===== config.mk =====
export PLATFORM = sky130hd
export DESIGN_NAME = maze_mover
export DESIGN_NICKNAME = d
export VERILOG_FILES = /design/src/rtl/maze_mover.sv
export SDC_FILE = /design/constraint.sdc
export NUM_CORES = 1
export LEC_CHECK = 0
export ABC_CLOCK_PERIOD_IN_PS = 5500
export CORE_AREA = 2 2 158 160
export CTS_BUF_LIST = sky130_fd_sc_hd__clkbuf_16
export CTS_CLUSTER_SIZE = 40
export DETAILED_ROUTE_END_ITERATION = 10
export DIE_AREA = 0 0 160 162
export DONT_BUFFER_PORTS = 1
export PLACE_DENSITY = 0.53
export SLEW_MARGIN = 0
export SYNTH_ARGS = -nofsm -noshare
export SYNTH_HDL_FRONTEND = slang
export SYNTH_SLANG_ARGS = --single-unit

===== constraint.sdc =====
create_clock -name clk -period 5.5 [get_ports clk]
set_clock_uncertainty 0.15 [all_clocks]
set_input_delay 0.825 -clock clk [delete_from_list [all_inputs] [get_ports clk]]
set_output_delay 0.825 -clock clk [all_outputs]
set_load 0.05 [all_outputs]

===== src/rtl/maze_mover.sv =====
`default_nettype none
// ============================================================================
//  Module   : maze_mover
//  Purpose  : Registered player-movement engine for the maze game. Owns the
//             player position and evaluates one move per 10 Hz tick while
//             playing. Handles hold-to-repeat on the direction buttons, keeps
//             a saturating step counter, pulses a wall-bump flag on refused
//             moves and raises a sticky arrival flag at the goal cell.
//  Ports    : clk, rst (async, active-high)
//             tick        - one-cycle move strobe
//             play        - game is in the playing state
//             start       - load start position (0,0), clear counters
//             map         - bit y*num+x is 1 for floor, 0 for wall
//             num         - active maze dimension
//             goal_x/y    - goal cell
//             up/down/left/right - debounced button levels
//             pos_x/y     - current position
//             arrived     - sticky goal-reached flag
//             steps       - legal moves taken (saturating)
//             bump        - one-cycle pulse on a refused move attempt
//  Revision : 1.0 - initial release
// ============================================================================
module maze_mover #(
  parameter int MAX_N         = 19,
  parameter int CW            = 5,
  parameter int IW            = 9,
  parameter int REPEAT_DELAY  = 5,
  parameter int REPEAT_PERIOD = 2,
  parameter int STEP_W        = 10
) (
  input  logic                   clk,
  input  logic                   rst,
  input  logic                   tick,
  input  logic                   play,
  input  logic                   start,
  input  logic [MAX_N*MAX_N-1:0] map,
  input  logic [CW-1:0]          num,
  input  logic [CW-1:0]          goal_x,
  input  logic [CW-1:0]          goal_y,
  input  logic                   up,
  input  logic                   down,
  input  logic                   left,
  input  logic                   right,
  output logic [CW-1:0]          pos_x,
  output logic [CW-1:0]          pos_y,
  output logic                   arrived,
  output logic [STEP_W-1:0]      steps,
  output logic                   bump
);

  // --------------------------------------------------------------------------
  // Constants
  // --------------------------------------------------------------------------
  localparam logic [1:0] c_IDLE = 2'd0;
  localparam logic [1:0] c_PLAY = 2'd1;
  localparam logic [1:0] c_DONE = 2'd2;

  localparam logic [2:0] c_DIR_NONE = 3'd0;
  localparam logic [2:0] c_DIR_U    = 3'd1;
  localparam logic [2:0] c_DIR_D    = 3'd2;
  localparam logic [2:0] c_DIR_L    = 3'd3;
  localparam logic [2:0] c_DIR_R    = 3'd4;

  localparam int c_REP_MAX = (REPEAT_DELAY > REPEAT_PERIOD) ? REPEAT_DELAY : REPEAT_PERIOD;
  localparam int c_RC_W    = (c_REP_MAX < 2) ? 1 : $clog2(c_REP_MAX + 1);

  localparam logic [c_RC_W-1:0] c_RC_DELAY  = c_RC_W'(REPEAT_DELAY);
  localparam logic [c_RC_W-1:0] c_RC_PERIOD = c_RC_W'(REPEAT_PERIOD);
  localparam logic [c_RC_W-1:0] c_RC_ONE    = c_RC_W'(1);

  // One extra bit so a map of exactly 2^IW cells still compares correctly.
  localparam logic [IW:0] c_MAP_BITS = (IW+1)'(MAX_N * MAX_N);

  // --------------------------------------------------------------------------
  // Registers
  // --------------------------------------------------------------------------
  logic [1:0]        r_state;
  logic [2:0]        r_prev_dir;
  logic [c_RC_W-1:0] r_rep_cnt;
  logic [CW-1:0]     r_pos_x;
  logic [CW-1:0]     r_pos_y;
  logic              r_arrived;
  logic [STEP_W-1:0] r_steps;
  logic              r_bump;

  // --------------------------------------------------------------------------
  // Combinational signals
  // --------------------------------------------------------------------------
  logic [1:0]        w_state_nxt;
  logic [2:0]        w_dir;
  logic              w_in_play;
  logic              w_goal_in_grid;
  logic              w_at_goal;
  logic              w_eval;
  logic              w_tick_eval;
  logic              w_new_press;
  logic              w_repeat;
  logic              w_attempt;
  logic [CW-1:0]     w_num_m1;
  logic              w_num_ok;
  logic [CW-1:0]     w_tx;
  logic [CW-1:0]     w_ty;
  logic              w_edge_ok;
  logic [IW-1:0]     w_idx;
  logic              w_idx_ok;
  logic              w_open;
  logic              w_legal;

  logic [2:0]        w_prev_dir_nxt;
  logic [c_RC_W-1:0] w_rep_cnt_nxt;
  logic [CW-1:0]     w_pos_x_nxt;
  logic [CW-1:0]     w_pos_y_nxt;
  logic              w_arrived_nxt;
  logic [STEP_W-1:0] w_steps_nxt;
  logic              w_bump_nxt;

  // --------------------------------------------------------------------------
  // Goal / evaluation qualifiers
  // --------------------------------------------------------------------------
  assign w_in_play      = (r_state == c_PLAY);
  // A goal outside the active grid can never be matched.
  assign w_goal_in_grid = (goal_x < num) && (goal_y < num);
  assign w_at_goal      = w_goal_in_grid && (r_pos_x == goal_x) && (r_pos_y == goal_y);
  // Arrival takes priority over a move in the same cycle.
  assign w_eval         = w_in_play && play && !w_at_goal;
  assign w_tick_eval    = w_eval && tick;

  // --------------------------------------------------------------------------
  // Direction select: up > down > left > right
  // --------------------------------------------------------------------------
  always_comb begin
    w_dir = c_DIR_NONE;
    if (up)
      w_dir = c_DIR_U;
    else if (down)
      w_dir = c_DIR_D;
    else if (left)
      w_dir = c_DIR_L;
    else if (right)
      w_dir = c_DIR_R;
  end

  // --------------------------------------------------------------------------
  // Hold-to-repeat qualification
  // --------------------------------------------------------------------------
  assign w_new_press = (w_dir != c_DIR_NONE) && (w_dir != r_prev_dir);
  assign w_repeat    = (w_dir != c_DIR_NONE) && (w_dir == r_prev_dir) && (r_rep_cnt == c_RC_ONE);
  assign w_attempt   = w_tick_eval && (w_new_press || w_repeat);

  // --------------------------------------------------------------------------
  // Target cell and legality
  // --------------------------------------------------------------------------
  assign w_num_m1 = num - CW'(1);
  assign w_num_ok = (num >= CW'(2)) && (num <= CW'(MAX_N));

  always_comb begin
    w_tx      = r_pos_x;
    w_ty      = r_pos_y;
    w_edge_ok = 1'b0;
    case (w_dir)
      c_DIR_U: begin
        w_ty      = r_pos_y - CW'(1);
        w_edge_ok = (r_pos_y != '0);
      end
      c_DIR_D: begin
        w_ty      = r_pos_y + CW'(1);
        w_edge_ok = (r_pos_y != w_num_m1);
      end
      c_DIR_L: begin
        w_tx      = r_pos_x - CW'(1);
        w_edge_ok = (r_pos_x != '0);
      end
      c_DIR_R: begin
        w_tx      = r_pos_x + CW'(1);
        w_edge_ok = (r_pos_x != w_num_m1);
      end
      default: begin
        w_tx      = r_pos_x;
        w_ty      = r_pos_y;
        w_edge_ok = 1'b0;
      end
    endcase
  end

  // Row-major index into the map, computed at IW bits on zero-extended values.
  assign w_idx    = (IW'(w_ty) * IW'(num)) + IW'(w_tx);
  // Guards the bit select if a caller leaves the player beyond a shrunk grid.
  assign w_idx_ok = ({1'b0, w_idx} < c_MAP_BITS);
  assign w_open   = w_idx_ok && map[w_idx];
  assign w_legal  = w_edge_ok && w_num_ok && w_open;

  // --------------------------------------------------------------------------
  // FSM: state register
  // --------------------------------------------------------------------------
  always_ff @(posedge clk or posedge rst) begin
    if (rst)
      r_state <= c_IDLE;
    else
      r_state <= w_state_nxt;
  end

  // --------------------------------------------------------------------------
  // FSM: next-state logic
  // --------------------------------------------------------------------------
  always_comb begin
    w_state_nxt = r_state;
    if (start) begin
      w_state_nxt = c_PLAY;
    end else begin
      case (r_state)
        c_IDLE: if (play) w_state_nxt = c_PLAY;
        c_PLAY: begin
          if (!play)
            w_state_nxt = c_IDLE;
          else if (w_at_goal)
            w_state_nxt = c_DONE;
        end
        c_DONE: if (!play) w_state_nxt = c_IDLE;
        default: w_state_nxt = c_IDLE;
      endcase
    end
  end

  // --------------------------------------------------------------------------
  // FSM: output logic (next values of the registered outputs)
  // --------------------------------------------------------------------------
  always_comb begin
    w_prev_dir_nxt = r_prev_dir;
    w_rep_cnt_nxt  = r_rep_cnt;
    w_pos_x_nxt    = r_pos_x;
    w_pos_y_nxt    = r_pos_y;
    w_arrived_nxt  = r_arrived;
    w_steps_nxt    = r_steps;
    w_bump_nxt     = 1'b0;

    if (start) begin
      w_prev_dir_nxt = c_DIR_NONE;
      w_rep_cnt_nxt  = '0;
      w_pos_x_nxt    = '0;
      w_pos_y_nxt    = '0;
      w_arrived_nxt  = 1'b0;
      w_steps_nxt    = '0;
    end else if (!w_in_play) begin
      // Outside PLAY a held button must count as a fresh press on re-entry.
      w_prev_dir_nxt = c_DIR_NONE;
      w_rep_cnt_nxt  = '0;
    end else if (play && w_at_goal) begin
      w_arrived_nxt = 1'b1;
    end else if (w_tick_eval) begin
      w_prev_dir_nxt = w_dir;
      if (w_dir != c_DIR_NONE) begin
        if (w_new_press)
          w_rep_cnt_nxt = c_RC_DELAY;
        else if (w_repeat)
          w_rep_cnt_nxt = c_RC_PERIOD;
        else
          w_rep_cnt_nxt = r_rep_cnt - c_RC_ONE;
      end
      if (w_attempt) begin
        if (w_legal) begin
          w_pos_x_nxt = w_tx;
          w_pos_y_nxt = w_ty;
          if (r_steps != '1)
            w_steps_nxt = r_steps + STEP_W'(1);
        end else begin
          w_bump_nxt = 1'b1;
        end
      end
    end
  end

  // --------------------------------------------------------------------------
  // Datapath registers
  // --------------------------------------------------------------------------
  always_ff @(posedge clk or posedge rst) begin
    if (rst) begin
      r_prev_dir <= c_DIR_NONE;
      r_rep_cnt  <= '0;
      r_pos_x    <= '0;
      r_pos_y    <= '0;
      r_arrived  <= 1'b0;
      r_steps    <= '0;
      r_bump     <= 1'b0;
    end else begin
      r_prev_dir <= w_prev_dir_nxt;
      r_rep_cnt  <= w_rep_cnt_nxt;
      r_pos_x    <= w_pos_x_nxt;
      r_pos_y    <= w_pos_y_nxt;
      r_arrived  <= w_arrived_nxt;
      r_steps    <= w_steps_nxt;
      r_bump     <= w_bump_nxt;
    end
  end

  assign pos_x   = r_pos_x;
  assign pos_y   = r_pos_y;
  assign arrived = r_arrived;
  assign steps   = r_steps;
  assign bump    = r_bump;

endmodule
`default_nettype wire

==> results by group <==
STA
  – Crit share post-route: 1.17
  – Final Hold Viols: 0
  – Worst-Margin Slew: 897 ps
  – Slew HR: 0.402
  – Final setup vio count: 21
  – Hold Slack: 354 ps
  – Worst Slack Setup Final: -940 ps
  – Final Max Tran Viols: 0
  – Achievable Freq: 155 MHz
  – Final period demand of the worst path: 6440 ps
  – Unrepaired setup endpoints after global routing: true

Run status
  – Outcome: finished, violations left
  – Failing checks: negative setup slack

Place
  – Routability congestion estimate: 1.05
  – Placement Cell Area: 8070 um2
  – I/O Buffers: 0
  – Placed Instances: 1063
  – DPL Wire Length: 25.4 mm

Critical path
  – FF-to-FF End: steps[7]
  – Arrival time worst endpoint: 6450 ps
  – CP Class: input port to flop
  – R2R cell count: 26
  – Critical-path top delay cell: fa_1
  – Startpoint Class: input port
  – R2R Setup Slk: -610 ps
  – R2R Path Start: pos_y[0]
  – CP Capture Type: flop
  – Slowest stage delay, CP: 520 ps
  – Critical path peak fanout: 14
  – Most used cell, CP: fa_1
  – Crit path from: left
  – Crit-path cells: nor4b_4 > inv_4 > ha_4 > a21o_1 > a21oi_2 > nor3b_2 > a21oi_2 > nor2_2 > xnor2_2 > fa_1 > fa_1 > fa_1 > inv_2 > ha_4 > buf_6 > nor2_1 > o21ba_4 > or2_4 > o311a_1 > o31a_4 > nor4b_4 > buf_12 > and3_1 > mux2_1
  – Critical Path RT: 5510 ps

Logic synthesis
  – Compound-cell area share of the yosys netlist: 0.133
  – Yosys warnings: 0
  – Post-synthesis simple-gate area fraction: 0.167
  – Post-synth cell types: 81
  – EDFF count, synth: 0
  – Synthesized flop and latch total: 30
  – Largest family of logic cells by synthesized area: multiplexers
  – Syn Nets: 1104
  – Adder-cell share of the synthesized area: 0.113
  – Async SR Flop Fraction: 1.00
  – Post-synthesis cell count: 666
  – Seq/Total Area, Yosys: 0.109
  – Syn Std Cell Area: 6870 um2
  – Average cell area after synthesis: 10.3 um2
  – Post-synthesis mux area share: 0.351
  – Synth Area in XOR/XNOR: 0.0441
  – Main synth FF type: dfrtp_1

Final layout
  – Layout cell share with drive strength beyond 1: 0.371
  – Finished Layout Cells: 1081
  – Finished Cell Area: 8520 um2
  – Fillers: 2469
  – Final core utilization: 0.353
  – Area occupied by registers: 751 um2
  – Area of the multi-input gates: 5890 um2
  – Syn-to-layout area delta: 24.1%
  – Commonest non-fill, non-tap cell in the layout: buf_4
  – Most frequent cells in the layout: 106 x buf_4, 64 x mux4_2, 46 x nor2_1
  – Final nets: 1190

Global route
  – Largest net degree at the start of global routing: 39
  – Vias in the first global route: 6412
  – First-pass GRT wire length: 42.5 mm
  – Initial antenna violation count: 15
  – Grt ovf: 0
  – Overall Global Routing Usage: 0.220

Pwr
  – Sequential power share: 0.042
  – Peak supply drop: 0.000346 V
  – Sw Share: 0.478
  – Switch Pwr: 2.80 mW
  – Static leakage power: 3.58 nW
  – Pint: 3.05 mW
  – Comb pwr share: 0.914
  – Pwr per Cell Area: 686 nW/um2
  – Clock share of power: 0.044

Clock network
  – Clock sinks: 30
  – CTS H-tree lvls: 2
  – Clk root buf: clkbuf_16
  – Max clock buf depth: 2
  – CTS tree: done
  – Total CTS buffers: 5
  – Worst-Skew Late Latency: 270 ps
  – Reg clk slew, reported paths: 50 ps

Min path
  – WHS Path Cells: 1
  – Hold Path End: r_state[0]
  – Hold crit path type: flop to flop
  – Min-delay src: r_state[1]

Detailed routing
  – DR iter-0 viols: 429
  – WL final: 29.8 mm
  – Vias: 6226
  – First-pass DRT Iterations: 4
  – # DRC: 0
  – Wirelength per Cell: 27.6 um
  – Vias per cell: 5.76
  – Final ANT Viol Nets: 0

Floorplanning
  – Die Ht: 162 um
  – Initial core utilization: 0.285
  – Die width: 160 um
  – Die ar.: 25900 um2
  – Placement Rows: 57
  – # IOs: 407
  – Core area: 24100 um2

Run
  – Max-Cap Viols: 0
==> state kept, by name (all words and copies together), names as in the netlist <==
register / count
bump: 1
arrived: 1
pos_x: 5
steps: 10
pos_y: 5
r_rep_cnt: 3
r_prev_dir: 3
r_state: 2
==> logic make-up (layout without fill, tap and decap cells) <==
kind of cell	after synthesis	count (layout)
other	0	4
AO/OA/AOI/OAI	125	125
flip-flops	30	30
AND/OR/NAND/NOR	208	208
buffers and inverters	83	170
XOR/XNOR	33	33
multiplexers	134	134
adder cells (fa/ha/maj)	53	53
==> per-layer routing <==
layer	routed length (um)	GRT usage	part of all wire	up-vias
met5	82	0	0.0027	-
met4	170	0.0246	0.0057	14
met3	2450	0.0557	0.082	30
met2	13500	0.351	0.45	329
met1	13600	0.312	0.46	3072
li1	-	-	-	2781
==> metrics by stage <==
step | setup slack (ps) | total power [mW] | setup TNS (ps)
after global placement | -1280 | 4.96 | -25230
after floorplan | -1040 | 3.07 | -19240
after detailed placement | -1270 | 4.95 | -25020
after CTS | -970 | 5.35 | -18910
final | -940 | 5.85 | -17900
after global routing | -1180 | 6.23 | -23110
==> synthesized netlist by cell type, types with 4 or more instances <==
library cell,n,area (um2)
a211oi_1,9,67.6
a21o_1,12,90.1
a21oi_1,26,130
a21oi_2,4,35.0
a22oi_1,28,210
a31oi_1,4,25.0
and2_1,16,100
and2b_1,4,30.0
and3_1,12,75.1
and4_1,5,43.8
buf_12,8,160
buf_2,10,50.1
buf_4,5,37.5
buf_6,8,90.1
clkbuf_1,11,41.3
dfrtp_1,30,751
fa_1,15,300
ha_1,38,475
inv_1,34,128
mux2_1,6,67.6
mux2i_1,45,450
mux4_1,16,420
mux4_2,63,1420
nand2_1,33,124
nand2b_1,8,50.1
nand3_1,17,85.1
nand4_1,10,62.6
nor2_1,49,184
nor2b_1,15,93.8
nor3_1,8,40.0
nor4_1,7,43.8
o21ai_0,11,55.1
xnor2_1,20,175
xor2_1,12,105
==> final cells by class <==
class | count | share of cell area
Multi-Input combinational cell | 553 | 0.691
Inverter | 35 | 0.0157
Sequential cell | 30 | 0.0881
Clock inverter | 3 | 0.00147
Clock buffer | 5 | 0.0147
Antenna cell | 4 | 0.00117
Timing Repair Buffer | 127 | 0.140
Tap cell | 324 | 0.0476
==> repair_timing <==
| item | 4_1_cts | 5_1_grt |
|---|---|---|
| cloned | 0 | 2 |
| buffers inserted | 1 | 4 |
| resized for setup | 15 | 39 |
| hold buffers | 0 | 0 |
| setup endpoints to repair | 21 | 21 |
| pin swaps | 7 | 8 |
==> critical path, delay by kind of cell <==
kind            cells  cell delay, ps
fa+ha+maj           5            2070
xor+xnor            1             190
mux                 1             320
simple gates        7            1230
buf+inv             4             430
compound gates      6            1370
==> power by group through the flow <==
stage / clock network [mW] / logic (mW) / registers, mW
floorplan: 0 / 2.80 / 0.272
global placement: 0 / 4.71 / 0.248
detailed placement: 0 / 4.70 / 0.249
CTS: 0.268 / 4.83 / 0.245
global route: 0.276 / 5.71 / 0.245
finish: 0.259 / 5.34 / 0.245
==> how the worst max path moves through the flow <==
stage	end	slack, ps	depth (start not counted)
finish	steps[7]	-940	24
global route	steps[7]	-1180	24
CTS	steps[7]	-970	24
detailed placement	steps[7]	-1270	25
global placement	steps[7]	-1280	25
floorplan	steps[5]	-1040	26
Note: power is estimated with default switching activity, not from simulation.
